### config.mk
export PLATFORM = sky130hd
export DESIGN_NAME = reg_slice_chain
export DESIGN_NICKNAME = d
export VERILOG_FILES = /design/src/rtl/reg_slice_pkg.sv /design/src/rtl/reg_slice_stage.sv /design/src/rtl/reg_slice_chain.sv
export SDC_FILE = /design/constraint.sdc
export NUM_CORES = 1
export LEC_CHECK = 0
export CAP_MARGIN = 20
export CORE_MARGIN = 5
export CORE_UTILIZATION = 34
export DETAILED_ROUTE_END_ITERATION = 8
export GPL_ROUTABILITY_DRIVEN = 1
export GPL_TIMING_DRIVEN = 0
export MAX_ROUTING_LAYER = met4
export PLACE_DENSITY = 0.86
export SETUP_SLACK_MARGIN = 0.02
export SYNTH_ARGS = -nofsm -noshare
export SYNTH_HDL_FRONTEND = slang
export SYNTH_SLANG_ARGS = --single-unit
export TNS_END_PERCENT = 100
### constraint.sdc
create_clock -name clk -period 1.2 [get_ports clk]
set_input_delay 0.24 -clock clk [delete_from_list [all_inputs] [get_ports clk]]
set_output_delay 0.24 -clock clk [all_outputs]
set_load 0.005 [all_outputs]
### src/rtl/reg_slice_pkg.sv
// rtl/reg_slice_pkg.sv - shared mode encodings and parameter helpers for the register slice chain
package reg_slice_pkg;

    localparam int MODE_FWD    = 0;
    localparam int MODE_FULL   = 1;
    localparam int MODE_BYPASS = 2;

    localparam int DW_MAX    = 1024;
    localparam int DEPTH_MAX = 8;

    // Beats one stage can hold in the given mode.
    function automatic int stage_capacity(input int mode);
        if (mode == MODE_FULL) begin
            return 2;
        end
        if (mode == MODE_FWD) begin
            return 1;
        end
        return 0;
    endfunction

    // DEPTH does not matter in bypass mode, so it is only range-checked otherwise.
    function automatic bit params_legal(input int dw, input int depth, input int mode);
        bit ok;
        ok = (dw >= 1) && (dw <= DW_MAX);
        ok = ok && (mode >= MODE_FWD) && (mode <= MODE_BYPASS);
        if (mode != MODE_BYPASS) begin
            ok = ok && (depth >= 1) && (depth <= DEPTH_MAX);
        end
        return ok;
    endfunction

endpackage

### src/rtl/reg_slice_stage.sv
// rtl/reg_slice_stage.sv - one valid/ready register slice, forward-registered or fully registered skid buffer
module reg_slice_stage
    import reg_slice_pkg::*;
#(
    parameter int DW   = 16,
    parameter int MODE = MODE_FWD
) (
    input  logic          clk,
    input  logic          rst,
    input  logic          up_valid,
    input  logic [DW-1:0] up_data,
    output logic          up_ready,
    output logic          down_valid,
    output logic [DW-1:0] down_data,
    input  logic          down_ready,
    output logic [1:0]    fill
);

    generate
        if (MODE == MODE_FWD) begin : g_fwd
            logic          run_q;
            logic          valid_q;
            logic [DW-1:0] data_q;

            // Holds up_ready low while in reset and until the first edge after release.
            always_ff @(posedge clk or posedge rst) begin
                if (rst) begin
                    run_q <= 1'b0;
                end else begin
                    run_q <= 1'b1;
                end
            end

            // Ready passes straight through from downstream when the register is occupied.
            assign up_ready = run_q && (!valid_q || down_ready);

            // Capture a new beat (or a bubble) whenever the slot is free or draining.
            always_ff @(posedge clk or posedge rst) begin
                if (rst) begin
                    valid_q <= 1'b0;
                    data_q  <= '0;
                end else if (up_ready) begin
                    valid_q <= up_valid;
                    if (up_valid) begin
                        data_q <= up_data;
                    end
                end
            end

            assign down_valid = valid_q;
            assign down_data  = data_q;
            assign fill       = {1'b0, valid_q};
        end else if (MODE == MODE_FULL) begin : g_full
            logic          ready_q;
            logic          main_valid;
            logic          skid_valid;
            logic [DW-1:0] main_data;
            logic [DW-1:0] skid_data;
            logic          main_valid_d;
            logic          skid_valid_d;
            logic          load_from_skid;
            logic          load_from_up;
            logic          load_skid;
            logic          up_xfer;
            logic          main_free;

            // ready_q is registered, so neither handshake input reaches an output combinationally.
            assign up_xfer   = up_valid && ready_q;
            assign main_free = !main_valid || down_ready;

            // Next occupancy of main/skid: skid refills main first, otherwise an arriving
            // beat lands in main if it can move, else parks in skid.
            always_comb begin
                main_valid_d   = main_valid;
                skid_valid_d   = skid_valid;
                load_from_skid = 1'b0;
                load_from_up   = 1'b0;
                load_skid      = 1'b0;
                if (main_free) begin
                    if (skid_valid) begin
                        main_valid_d   = 1'b1;
                        skid_valid_d   = 1'b0;
                        load_from_skid = 1'b1;
                    end else begin
                        main_valid_d = up_xfer;
                        load_from_up = up_xfer;
                    end
                end else if (up_xfer) begin
                    skid_valid_d = 1'b1;
                    load_skid    = 1'b1;
                end
            end

            // Register flags and payloads; data only moves when a beat enters that register.
            always_ff @(posedge clk or posedge rst) begin
                if (rst) begin
                    ready_q    <= 1'b0;
                    main_valid <= 1'b0;
                    skid_valid <= 1'b0;
                    main_data  <= '0;
                    skid_data  <= '0;
                end else begin
                    ready_q    <= !skid_valid_d;
                    main_valid <= main_valid_d;
                    skid_valid <= skid_valid_d;
                    if (load_from_skid) begin
                        main_data <= skid_data;
                    end else if (load_from_up) begin
                        main_data <= up_data;
                    end
                    if (load_skid) begin
                        skid_data <= up_data;
                    end
                end
            end

            assign up_ready   = ready_q;
            assign down_valid = main_valid;
            assign down_data  = main_data;
            assign fill       = {1'b0, main_valid} + {1'b0, skid_valid};
        end else begin : g_bad_mode
            $error("reg_slice_stage: MODE must be MODE_FWD or MODE_FULL");
        end
    endgenerate

endmodule

### src/rtl/reg_slice_chain.sv
// rtl/reg_slice_chain.sv - cascade of DEPTH register slices with occupancy count, or a pure bypass
module reg_slice_chain
    import reg_slice_pkg::*;
#(
    parameter int DW    = 16,
    parameter int DEPTH = 1,
    parameter int MODE  = MODE_FWD,
    parameter int CW    = $clog2(2 * DEPTH + 1)
) (
    input  logic          clk,
    input  logic          rst,
    input  logic          up_valid,
    input  logic [DW-1:0] up_data,
    output logic          up_ready,
    output logic          down_valid,
    output logic [DW-1:0] down_data,
    input  logic          down_ready,
    output logic [CW-1:0] occupancy
);

    generate
        if (!params_legal(DW, DEPTH, MODE)) begin : g_bad_params
            $error("reg_slice_chain: DW, DEPTH or MODE out of range");
        end

        if (MODE == MODE_BYPASS) begin : g_bypass
            logic unused_clk_rst;
            assign unused_clk_rst = clk ^ rst;

            assign up_ready   = down_ready;
            assign down_valid = up_valid;
            assign down_data  = up_data;
            assign occupancy  = '0;
        end else begin : g_chain
            logic [DEPTH:0]            link_valid;
            logic [DEPTH:0]            link_ready;
            logic [DEPTH:0][DW-1:0]    link_data;
            logic [DEPTH-1:0][1:0]     stage_fill;
            logic [CW-1:0]             occ_sum;

            assign link_valid[0]     = up_valid;
            assign link_data[0]      = up_data;
            assign up_ready          = link_ready[0];
            assign down_valid        = link_valid[DEPTH];
            assign down_data         = link_data[DEPTH];
            assign link_ready[DEPTH] = down_ready;

            for (genvar k = 0; k < DEPTH; k++) begin : g_stage
                reg_slice_stage #(
                    .DW   (DW),
                    .MODE (MODE)
                ) u_stage (
                    .clk        (clk),
                    .rst        (rst),
                    .up_valid   (link_valid[k]),
                    .up_data    (link_data[k]),
                    .up_ready   (link_ready[k]),
                    .down_valid (link_valid[k+1]),
                    .down_data  (link_data[k+1]),
                    .down_ready (link_ready[k+1]),
                    .fill       (stage_fill[k])
                );
            end

            // Occupancy is the sum of beats held in every stage.
            always_comb begin
                occ_sum = '0;
                for (int k = 0; k < DEPTH; k++) begin
                    occ_sum = occ_sum + CW'(stage_fill[k]);
                end
            end

            assign occupancy = occ_sum;
        end
    endgenerate

endmodule

**Yosys cells after proc, flatten, opt, wreduce, memory -nomap -nowiden**

Index checks and enable logic that the tools add are counted.

- Register bits after elaboration: 18
- Output and inout bits: 20
- Logic and storage cells: 7

- Reductions and logical operators: 4

Operator list:

| operator | number |
|---|---|
| $reduce_and 2->1 | 1 |
| $logic_and 1x1->1 | 1 |
| $logic_not 1->1 | 1 |
| $logic_or 1x1->1 | 1 |

**Depth between registers and ports, before layout**

- Word-level depth: 4
- Depth in mapped cells: 5
- Depth with buffers taken out: 3

**Worst setup path after synthesis**

OpenSTA, ideal clock, no wires.

- Path type: register -> register
- From: reg g_chain.g_stage[0].u_stage.g_fwd.valid_q
- To: reg g_chain.g_stage[0].u_stage.g_fwd.data_q[10]
- Arrival time: 1.184 ns
- Data required time: 1.075 ns
- Path slack: -0.109 ns
- Stages on the path, launching flop included: 6
- Buffers on the path: 2
- Clock period less this slack: 1.309 ns
- Cell sequence: dfrtp_1 -> nand2b_1 -> and3_1 -> buf_6 -> buf_12 -> mux2_4

- Cells in the longest elaborated chain, start to end: 4

RTL lines:

| item | line | source |
|---|---|---|
| start, declared | reg_slice_stage.sv:22 | `logic valid_q;` |
| start signal, assigned | reg_slice_stage.sv:43 | `valid_q <= up_valid;` |
| $logic_not 1->1 | reg_slice_stage.sv:35 | `assign up_ready = run_q && (!valid_q \|\| down_ready);` |
| $logic_or 1x1->1 | reg_slice_stage.sv:35 |  |
| $logic_and 1x1->1 | reg_slice_stage.sv:35 |  |
| $reduce_and 2->1 (no line) | n/a |  |
| end signal, assigned | reg_slice_stage.sv:45 | `data_q <= up_data;` |
| end, declared | reg_slice_stage.sv:23 | `logic [DW-1:0] data_q;` |

Every way passes these cells.
A chain may end at the register's enable or synchronous reset.

**Worst setup path in the final report**

- From: reg g_chain.g_stage[0].u_stage.g_fwd.valid_q
- To: reg g_chain.g_stage[0].u_stage.g_fwd.data_q[1]

Same word-level chain as after synthesis.

==> impl_metrics.py <==
metrics = {
    "logic_synthesis": {
        "synth_warnings": 0,
        "syn_area_um2": 758.2,
        "postSynthRegisterBits": 18,
        "post_synth_inst_count": 46,
        "syn_avg_cell_area_um2": 16.48,
        "synth_nets": 66,
        "number_of_distinct_library_cells_after_synthesis": 13,
        "yosysSeqAreaShare_pct": 59.41,
    },
    "power_and_ir_drop": {
        "p_seq_share_pct": 44.4,
        "total_power_uw": 1755,
        "p_comb_share_pct": 35.0,
        "net_switching_share_of_the_total_power_pct": 22.70,
        "power.static_leakage_uw": 0.0006345,
        "internal_power_uw": 1357,
        "clock_power_share_pct": 20.6,
        "power_density_nw_per_um2": 1296,
        "power_switching_uw": 398.5,
        "power.ir.vdd_worst_uv": 789.2,
    },
    "sta": {
        "final_hold_viol_count": 0,
        "worst_pin_slew_ps": 659.5,
        "achievable-frequency_mhz": 759.4,
        "rsz_0062_raised_after_global_routing": "yes",
        "timing.max_slew.rel_slack_pct": 55.99,
        "slew_violations": 0,
        "timing.final.crit_share_pct": 109.7,
        "worst_hold_slack_ps": 342.3,
        "final_period_minus_worst_setup_slack_ps": 1317,
        "report.final.setup_viol": 19,
        "timing.clock.skew_ps": 5.425,
        "fin_ws_ps": -116.8,
    },
    "global_routing": {
        "number_of_antenna_violations_at_the_first_check_in_global_routing": 0,
        "grt_max_degree": 19,
        "grt_usage_pct": 11.54,
        "grt_pass1_wl_um": 2849,
        "grt-ovfl-total": 0,
        "number_of_global_route_vias_before_repair": 628,
    },
    "critical_path": {
        "cp_data_required_time_ps": 1370,
        "cp_max_fo": 6,
        "critical_path_source_type": "register",
        "cp.arrival_ps": 1490,
        "end_kind": "register",
        "criticalPathCategory": "reg -> reg",
    },
    "clock_tree": {
        "insertion_delay_ps": 290,
        "clock_tree.buffer_depth": 2,
        "clk_transition_reported_paths_ps": 100,
        "h_tree_lvl_count": 1,
        "root_buffer": "clkbuf_4",
        "clkSinkCount": 18,
        "cts_tree": "built",
        "cts-buffers-inserted": 3,
    },
    "run": {
        "maxCapViolCount": 0,
    },
    "layout": {
        "area.growth.synth_to_final_pct": 78.55,
        "post-route-cell-area_um2": 1354,
        "post_layout_nonfiller_instances": 127,
        "most_used_cells_in_the_layout_excluding_fill_and_tap_cells": "dfrtp_1 (18), clkdlybuf4s50_1 (18), mux2_4 (16), clkdlybuf4s15_1 (16), buf_4 (12)",
        "final.fill_count": 187,
        "layout-drive-gt1-share_pct": 41.41,
        "diodes": 0,
        "fin_nets": 120,
    },
    "placed_design": {
        "dpl.cell_count": 112,
        "dp_hpwl_um": 1156,
        "globalplace.congestion": 0.6763,
        "number_of_i_o_port_buffers": 38,
        "place_area_um2": 1174,
    },
    "floorplan": {
        "die-area_um2": 3275,
        "core-area_um2": 2170,
        "die-height_um": 57.23,
        "row_count": 17,
        "io_pins": 40,
        "start_util_pct": 34.95,
        "chipWidth_um": 57.23,
    },
    "routing": {
        "ant_nets": 0,
        "routed_via_density": 4.126,
        "drt-wirelength-per-cell_um": 13.47,
        "firstDrtPassIters": 2,
        "postRouteWirelength_um": 1711,
        "drc": 0,
        "drt_iter0_markers": 2,
        "dr_total_vias": 524,
    },
    "run_status": {
        "violations_in_the_final_reports": "setup timing",
        "status": "finished with violations",
    },
    "worst_hold_path": {
        "min_path_type": "in -> async",
    },
}
-- cells in the mapped netlist --
cell,instances,area share (%)
buf_4,2,2.0
and3_1,1,0.83
buf_12,1,2.6
conb_1,2,0.99
and2_2,1,0.99
a22o_1,1,1.2
mux2_2,6,8.9
mux2_4,10,20
dfrtp_1,18,59
buf_6,1,1.5
inv_1,1,0.49
nand2_1,1,0.49
nand2b_1,1,0.83
-- metrics by stage --
step                setup slack (ps)  utilization, %  setup TNS, ps
floorplan                     -95.87               -         -958.7
global placement              -482.5           54.09          -7447
detailed placement            -501.0           54.09          -7763
CTS                           -173.4           60.84          -2435
global route                  -167.9           62.40          -2859
finish                        -116.8           62.40          -1855
-- cell type report --
type / count / area, um2 / area share (%)
repair buffers: 50 / 500.5 / 36.97
multi-input cells: 23 / 292.8 / 21.63
well taps: 28 / 35.03 / 2.588
flip-flops and latches: 18 / 450.4 / 33.27
clock buffers: 4 / 36.28 / 2.680
plain buffers: 3 / 35.03 / 2.588
inverters: 1 / 3.754 / 0.2773
-- worst paths after layout --
path                                                                           from                                                    to  slack [ps]  cells after the start
worst max-delay path              g_chain.g_stage[0].u_stage.down_valid$_DFFE_PP0P_   g_chain.g_stage[0].u_stage.down_data[1]$_DFFE_PP0P_        -120                      4
worst min-delay path                                                            rst   g_chain.g_stage[0].u_stage.down_data[8]$_DFFE_PP0P_         340                      2
worst max register to register    g_chain.g_stage[0].u_stage.down_valid$_DFFE_PP0P_   g_chain.g_stage[0].u_stage.down_data[1]$_DFFE_PP0P_        -120                      4
worst min register to register  g_chain.g_stage[0].u_stage.down_data[5]$_DFFE_PP0P_   g_chain.g_stage[0].u_stage.down_data[5]$_DFFE_PP0P_         520                      1
max in group asynchronous                                                       rst  g_chain.g_stage[0].u_stage.down_data[14]$_DFFE_PP0P_         430                      2
min in group clk                                                         down_ready     g_chain.g_stage[0].u_stage.down_valid$_DFFE_PP0P_         420                      3
-- power by group through the flow --
stage	Combinational (uW)	Clock, uW	Sequential (uW)
floorplan	193	0	798
global placement	520	0	787
detailed placement	529	0	789
CTS	573	377	778
global route	659	394	796
finish	614	361	780
-- cells by family after synthesis --
group,count (synthesis),synth area share [%]
compound gates,1,1.155
buf+inv,5,6.600
flops,18,59.41
mux,16,28.71
other cells,2,0.9905
simple gates,4,3.136
-- routing by layer --
metal / vias to the layer above / GRT usage [%] / wire, um
met3: 0 / 2.715 / 107
met2: 20 / 21.04 / 930
li1: 259 / - / -
met4: 0 / 3.974 / 0
met5: - / - / 0
met1: 245 / 12.04 / 674
-- flip-flops by register name, summed over array words and instances (netlist names) --
register and cells:
g_chain.g_stage.u_stage.down_data 16, g_chain.g_stage.u_stage.down_valid 1, g_chain.g_stage.u_stage.g_fwd.run_q 1
-- what timing repair did --
action	4_1_cts	5_1_grt
setup endpoints to repair	35	23
hold buffers	0	0
setup buffers	7	4
pin swaps	0	0
gates cloned	1	0
gates resized for setup	51	6
-- worst max-delay path, stage by stage, from the launching register on --
cell and delay [ps]:
dfrtp_1 440, nand2b_4 90, and3_4 240, buf_8 140, mux2_4 300
Note: power is estimated with default switching activity, not from simulation.
